[src/rtl/active_devil_sweep_scheduler.sv]
// active_devil_sweep_scheduler: steps the active-path FSM across an address window, one cache line per request
// Optional reply watchdog: define SWEEP_WDOG_EN to abandon a line after WDOG_CYCLES without a reply.
module active_devil_sweep_scheduler #(
    parameter int C_S_AXI_DATA_WIDTH = 32,
    parameter int C_ACE_ADDR_WIDTH   = 44,
    parameter int LINE_BYTES         = 64,
    parameter int WDOG_CYCLES        = 4096
) (
    input  logic                          ace_aclk,
    input  logic                          ace_areset,
    input  logic                          i_start,
    input  logic                          i_abort,
    input  logic [C_ACE_ADDR_WIDTH-1:0]   i_base_addr,
    input  logic [C_S_AXI_DATA_WIDTH-1:0] i_addr_size,
    input  logic [C_S_AXI_DATA_WIDTH-1:0] i_delay,
    input  logic                          i_path_busy,
    input  logic                          i_path_reply,
    output logic                          o_trigger,
    output logic [C_ACE_ADDR_WIDTH-1:0]   o_line_addr,
    output logic                          o_busy,
    output logic                          o_done,
    output logic                          o_aborted,
    output logic [C_S_AXI_DATA_WIDTH-1:0] o_line_count
);
    localparam int DW = C_S_AXI_DATA_WIDTH;
    localparam int AW = C_ACE_ADDR_WIDTH;
    localparam int LB = $clog2(LINE_BYTES);

    typedef enum logic [2:0] {S_IDLE, S_ISSUE, S_WAIT, S_GAP, S_DONE} state_t;

    state_t        r_state, w_next;
    logic [AW-1:0] r_addr;
    logic [DW:0]   r_remaining, w_lines;
    logic [DW-1:0] r_delay, r_gap, r_count;
    logic          r_aborted, r_abort_pend;
    logic          w_trigger, w_accept, w_reply, w_set_abort, w_timeout, w_end_abort;

    // one extra bit so a size near 2^DW rounds up without wrapping
    assign w_lines     = ({1'b0, i_addr_size} + (DW+1)'(LINE_BYTES - 1)) >> LB;
    assign w_accept    = (r_state == S_IDLE || r_state == S_DONE) && i_start;
    assign w_reply     = r_state == S_WAIT && i_path_reply;
    assign w_end_abort = r_abort_pend || i_abort;

`ifdef SWEEP_WDOG_EN
    localparam int WW = $clog2(WDOG_CYCLES + 1);
    logic [WW-1:0] r_wdog;
    // cycles spent waiting on the current line's reply
    always_ff @(posedge ace_aclk) begin
        if (ace_areset || w_trigger) r_wdog <= '0;
        else if (r_state == S_WAIT) r_wdog <= r_wdog + WW'(1);
    end
    assign w_timeout = r_state == S_WAIT && !i_path_reply && r_wdog == WW'(WDOG_CYCLES - 1);
`else
    assign w_timeout = 1'b0;
`endif

    // state register
    always_ff @(posedge ace_aclk) begin
        if (ace_areset) r_state <= S_IDLE;
        else r_state <= w_next;
    end

    // next-state, trigger strobe and abort-end decision
    always_comb begin
        w_next      = r_state;
        w_trigger   = 1'b0;
        w_set_abort = 1'b0;
        case (r_state)
            S_IDLE, S_DONE: if (i_start) w_next = (w_lines == '0) ? S_DONE : S_ISSUE;
            S_ISSUE: begin
                w_trigger   = !i_abort && !i_path_busy;
                w_set_abort = i_abort;
                w_next      = i_abort ? S_DONE : (i_path_busy ? S_ISSUE : S_WAIT);
            end
            S_WAIT: begin
                w_set_abort = (i_path_reply && w_end_abort) || w_timeout;
                w_next      = ((i_path_reply && (r_remaining == (DW+1)'(1) || w_end_abort)) || w_timeout) ? S_DONE :
                              i_path_reply ? ((r_delay == '0) ? S_ISSUE : S_GAP) : S_WAIT;
            end
            S_GAP: begin
                w_set_abort = i_abort;
                w_next      = i_abort ? S_DONE : ((r_gap == '0) ? S_ISSUE : S_GAP);
            end
            default: w_next = S_IDLE;
        endcase
    end

    // window latch on start, per-reply advance, abort and gap bookkeeping
    always_ff @(posedge ace_aclk) begin
        if (ace_areset) begin
            r_addr       <= '0;
            r_remaining  <= '0;
            r_delay      <= '0;
            r_gap        <= '0;
            r_count      <= '0;
            r_aborted    <= 1'b0;
            r_abort_pend <= 1'b0;
        end else begin
            if (w_accept) begin
                r_addr       <= i_base_addr & ~AW'(LINE_BYTES - 1);
                r_remaining  <= w_lines;
                r_delay      <= i_delay;
                r_count      <= '0;
                r_aborted    <= 1'b0;
                r_abort_pend <= 1'b0;
            end else if (w_reply) begin
                r_addr      <= r_addr + AW'(LINE_BYTES);
                r_remaining <= r_remaining - (DW+1)'(1);
                r_count     <= r_count + DW'(1);
            end
            if (w_set_abort) r_aborted <= 1'b1;
            if (r_state == S_WAIT && i_abort) r_abort_pend <= 1'b1;
            r_gap <= (r_state == S_GAP) ? r_gap - DW'(1) : r_delay - DW'(1);
        end
    end

    assign o_trigger    = w_trigger;
    assign o_line_addr  = r_addr;
    assign o_busy       = r_state == S_ISSUE || r_state == S_WAIT || r_state == S_GAP;
    assign o_done       = r_state == S_DONE;
    assign o_aborted    = r_aborted;
    assign o_line_count = r_count;
endmodule
[config.mk]
export PLATFORM = sky130hd
export DESIGN_NAME = active_devil_sweep_scheduler
export DESIGN_NICKNAME = d
export VERILOG_FILES = /design/src/rtl/active_devil_sweep_scheduler.sv
export SDC_FILE = /design/constraint.sdc
export NUM_CORES = 1
export LEC_CHECK = 0
export ABC_AREA = 1
export CORE_MARGIN = 4
export CORE_UTILIZATION = 51
export DETAILED_ROUTE_END_ITERATION = 8
export HOLD_SLACK_MARGIN = 0.03
export PLACE_DENSITY = 0.86
export SYNTH_ARGS = -nofsm -noshare
export SYNTH_HDL_FRONTEND = slang
export SYNTH_SLANG_ARGS = --single-unit
[constraint.sdc]
create_clock -name ace_aclk -period 2.4 [get_ports ace_aclk]
set_clock_uncertainty 0.05 [all_clocks]
set_input_delay 0.24 -clock ace_aclk [delete_from_list [all_inputs] [get_ports ace_aclk]]
set_output_delay 0.24 -clock ace_aclk [all_outputs]
set_load 0.01 [all_outputs]
## Word-level counts from Yosys, hierarchy flattened

Index checks and enable logic that the tools add are counted.

| operators by class | value |
|---|---|
| reductions and logical operators | 23 |
| muxes and demuxes | 20 |
| eq/ne operators | 6 |
| magnitude comparators | 0 |
| add/subtract/negate cells | 6 |
| shifts and indexed selects | 0 |
| bitwise logic cells | 0 |
| $mul | 0 |
| div/mod/pow operators | 0 |

Operator list:

| kind | number |
|---|---|
| 2-to-1 mux 44 bit | 2 |
| logical NOT 32 bit | 2 |
| subtractor 32 x 1 -> 32 bit, second input constant | 2 |
| 2-to-1 mux 27 bit | 2 |
| adder 44 x 7 -> 44 bit, second input constant | 1 |
| adder 32 x 6 -> 33 bit, second input constant | 1 |
| == test 33 x 1 -> 1 bit, second input constant | 1 |
| logical NOT 33 bit | 1 |
| subtractor 33 x 1 -> 33 bit, second input constant | 1 |
| adder 32 x 1 -> 32 bit, second input constant | 1 |
| 2-to-1 mux 32 bit | 1 |
| 2-to-1 mux 3 bit | 5 |
| one-hot mux 3 bit (4 select lines) | 1 |
| 2-to-1 mux 2 bit | 4 |
| == test 3 x 2 -> 1 bit, second input constant | 2 |
| logical AND 1 bit | 6 |
| nonzero test 2 bit | 3 |
| OR reduction 2 bit | 3 |
| logical OR 1 bit | 5 |
| 2-to-1 mux 1 bit | 4 |
| == test 3 x 1 -> 1 bit, second input constant | 1 |
| == test 3 bit, second input constant | 1 |
| logical NOT 3 bit | 1 |
| logical NOT 1 bit | 2 |
| other kinds (2) | 2 |

| word-level totals | value |
|---|---|
| register bits after elaboration | 178 |
| memories kept | 0 |
| RAM bits | 0 |
| ROM bits | 0 |
| input bits | 114 |
| output and inout bits | 80 |
| latch bits | 0 |

## Logic depth before layout (Yosys ltp)

| logic depth | value |
|---|---|
| depth in word-level cells | 5 |
| mapped depth | 16 |

## Worst setup path before layout

OpenSTA, ideal clock, no wires.

| timing path | value |
|---|---|
| kind | register -> register |
| start point | register r_state[0] |
| end point | register r_gap[16] |
| stages on the path, launching flop included | 15 |
| setup time | 0.128 ns |
| required time | 2.222 ns |
| arrival | 1.980 ns |
| buffers on the path | 1 |
| path slack | 0.243 ns |
| cells stage by stage | dfxtp_1 > inv_2 > nor2_4 > nand2_4 > buf_6 > o21ai_2 > ha_1 > inv_1 > nor2_2 > nand2_1 > nor3_2 > nand3_1 > xor2_1 > inv_1 > nor2_1 |

| between the ends | value |
|---|---|
| cells in the longest elaborated chain, start to end | 2 |

Ends and longest elaborated chain:

| element | RTL line | RTL |
|---|---|---|
| from (decl) | 31 | `state_t r_state, w_next;` |
| from (signal assigned) | 60 | `else r_state <= w_next;` |
| == test 3 x 2 -> 1 bit | 113 | `r_gap <= (r_state == S_GAP) ? r_gap - DW'(1) : r_delay - DW'(1);` |
| 2-to-1 mux 32 bit | 113 |  |
| to (signal assigned) | 113 |  |
| to (decl) | 34 | `logic [DW-1:0] r_delay, r_gap, r_count;` |

Every way passes these cells.
A chain may end at the register's enable or synchronous reset.

## Worst setup path in the final report

| timing path | value |
|---|---|
| start point | register r_state[0] |
| end point | register r_gap[25] |

The elaborated chain is that of the path after synthesis.

==> run_results.csv <==
group,metric,value,unit
critical_path,r2r-end,"r_gap[25]$_SDFF_PP0_",
final_layout,drive_above_1_share,0.09671,
placement,dpl.cell_count,2117,
status,run_status,"finished, final reports clean",
power,p_leak,5.450,nW
yosys,yosysTopAreaCellShare,0.3209,
critical_path,end_kind,"flip-flop",
yosys,ys_top_cells_by_count,"nand2_1, nor2_1, inv_1",
floorplanning,start_util,0.5236,
final_layout,fill_cells,1764,
critical_path,worstReg2RegStart,"r_state[0]$_SDFFE_PP0P_",
yosys,yosysMostFrequentCell,"nand2_1",
detailed_routing,ant_nets,0,
cts,clkTransAtPathRegs,0.07,ns
cts,cts_tree,"done",
detailed_routing,drt_iter0_drc,956,
yosys,ys_warn_count,0,
floorplanning,die_h,153.1,um
yosys,async_flop_share,0,
sta,max_freq,434.1,MHz
placement,dpl_cell_area,12940,um2
detailed_routing,vias_per_cell,5.607,
min_path,min_to,"r_gap[16]$_SDFF_PP0_",
yosys,synthTopCellsByArea,"dfxtp_1, nand2_1, nor2_1, a21oi_1, inv_1",
critical_path,cp_slowest_cell,"dfxtp_1",
flow_run,drv_cap,0,
sta,period_minus_slack,2.304,ns
final_layout,final_nets,1988,
sta,fin_ws,0.09623,ns
critical_path,slowest_delay,0.34,ns
yosys,synth_seq_area_share,0.3209,
critical_path,reg2reg_slack,0.1,ns
critical_path,path_class,"reg -> reg",
cts,htreeDepth,4,
yosys,synth_top_area_cell,"dfxtp_1",
final_layout,postLayoutCellArea,13710,um2
sta,setup_viol,0,
detailed_routing,wl,32430,um
placement,place.gp.congestion,0.9453,
yosys,syn_area_per_cell,6.373,um2
placement,dpl.hpwl,24040,um
global_routing,gr-total-overflow,0,
global_routing,grt_pass1_wl,53690,um
critical_path,start_kind,"flip-flop",
yosys,synth_flop_cell,"dfxtp_1",
placement,numPortBuffers,181,
critical_path,cp.required,2.63,ns
sta,hold_viol_final,0,
placement,pre_cts_slack,-0.009624,ns
critical_path,crit_path_cell_trace,"inv_2, nor2_4, nand2_8, buf_6, o21ai_1, inv_1, nor2_2, nand3b_1, nor2_2, nand2_4, o21ai_0, a21oi_1",
global_routing,first_global_vias,11560,
final_layout,fin_cells,2152,
cts,cts_hold_buf,0,
global_routing,antenna_found_initial,0,
power,power.density,584.4,nW/um2
global_routing,grt_max_degree,68,
min_path,min_from,"ace_areset",
sta,drv_slew,0,
cts,root_buffer,"clkbuf_16",
critical_path,path_max_fanout,18,
floorplanning,num_rows,52,
critical_path,arrival,2.54,ns
yosys,ys_seq_elements,172,
detailed_routing,wire_per_inst,15.07,um
cts,clockBufferDepth,2,
detailed_routing,drc_errors,0,
sta,rsz0062_at_grt,"yes",
floorplanning,die-area,23430,um2
sta,worst_slew_pin_slew,0.6602,ns
min_path,min_path_cells,2,
floorplanning,ios,194,
cts,cts.sinks,172,
final_layout,syn2layout_area_growth,27.73,%
detailed_routing,vias,12070,
detailed_routing,firstDrtPassIters,6,
yosys,synth_cells,1684,
floorplanning,core_area,20490,um2
floorplanning,fp.dieW,153.1,um
power,finalPower,8.011,mW
cts,clkLatencyLatePin,0.44,ns
cts,numCtsBuffers,17,
global_routing,gr-usage-all-layers,0.2677,
sta,finalCritPeriodShare,0.9599,
sta,setup-tns-final,0,ns
min_path,min_path_type,"in -> reg",
sta,max-slew-margin-rel,0.5599,
critical_path,path_common_cell,"nor2_2",
yosys,netlist_area,10730,um2
power,max-vdd-ir-drop,435.4,uV
critical_path,reg2reg_depth,12,
yosys,yosys.cell_types.count,56,
yosys,synth_edf_count,0,
final_layout,diodes,0,
## cell families (layout without fill, tap and decap cells)
logic type                 after synthesis  count (layout)  synth area share
AOI/OAI and AO/OA                      319             319            0.1733
xor gates and xnor gates                40              40           0.03265
adders and majority gates                5               5          0.005830
buffers and inverters                  249             442           0.09420
DFF                                    172             172            0.3209
muxes                                    1               1         0.0009328
other                                    1               6         0.0003494
and+or+nand+nor                        897             897            0.3719
## through the flow
step                      hold slack, ns  utilization
final                             0.2833       0.6688
after global routing              0.2756       0.6688
after CTS                         0.2582       0.6606
after detailed placement          0.4158       0.6316
after global placement            0.4012       0.6316
after floorplan                   0.3249            -
## worst max-delay path, delay by kind of cell (launching register included)
family,cells,cell delay [ns]
flip-flops,1,0.34
AO/OA/AOI/OAI,3,0.51
buffers and inverters,3,0.38
AND/OR/NAND/NOR,6,0.86
## report_power, final
group	internal [mW]	total, mW	switching, mW
clock network	1.56	2.81	1.25
logic	0.776	1.94	1.17
registers	3.07	3.26	0.191
## cells in the final DEF, fill, tap and decap left out, types with 6 or more instances in the layout
master	instances
inv_1	175
o211ai_1	6
nor2_4	13
nor3_1	47
nand3_1	78
o21ai_1	8
nand2_1	382
nand2_2	10
inv_2	9
buf_4	38
clkbuf_16	17
o21ai_4	12
nor2_1	247
o21ai_2	14
nor2_2	15
conb_1	6
a31oi_1	17
xor2_1	33
nor4_1	8
a21oi_1	134
dfxtp_1	170
or2_2	9
nand4_1	43
clkdlybuf4s50_1	180
o21ai_0	98
nand3b_1	12
xnor2_1	7
## area by class of cell
| class | instances | area [um2] | share of cell area |
|---|---|---|---|
| well taps | 270 | 337.8 | 0.02465 |
| clock buffers | 18 | 429.2 | 0.03131 |
| flip-flops and latches | 172 | 3446 | 0.2514 |
| multi-input cells | 1268 | 6451 | 0.4707 |
| repair buffers | 224 | 2183 | 0.1593 |
| clock inverters | 14 | 160.2 | 0.01168 |
| inverters | 186 | 699.4 | 0.05103 |
## flip-flops by register name, indices dropped and copies added (netlist names)
signal        cells
o_line_count     32
r_abort_pend      1
o_line_addr      38
o_aborted         1
r_remaining      33
r_gap            32
r_state           3
r_delay          32
## metal layers
metal / wire (um) / global-route usage / up-vias
met5: 0 / 0 / -
met4: 844 / 0.09291 / 0
met3: 2395 / 0.05626 / 87
met2: 15980 / 0.4599 / 502
met1: 13210 / 0.3333 / 5587
li1: - / - / 5891
## how the worst max path moves through the flow
stage / slack [ns] / cells after the start / startpoint / end
5_1_grt: -0.01 / 13 / r_state[0]$_SDFFE_PP0P_ / r_gap[16]$_SDFF_PP0_
6_report: 0.1 / 12 / r_state[0]$_SDFFE_PP0P_ / r_gap[25]$_SDFF_PP0_
3_3_place_gp: 0.04 / 13 / i_addr_size[7] / r_state[2]$_SDFFE_PP0P_
4_1_cts: 0.03 / 14 / r_state[2]$_SDFFE_PP0P_ / r_gap[29]$_SDFF_PP0_
2_1_floorplan: 0.24 / 14 / r_state[0]$_SDFFE_PP0P_ / r_gap[16]$_SDFF_PP0_
3_5_place_dp: -0.01 / 13 / i_addr_size[6] / r_state[2]$_SDFFE_PP0P_
## timing repair
action,in CTS,in global routing
pin swaps,0,1
endpoints found under the setup margin,1,33
resized for setup,1,29
buffers inserted,0,3
No activity file was read; power rests on OpenSTA's default activity.
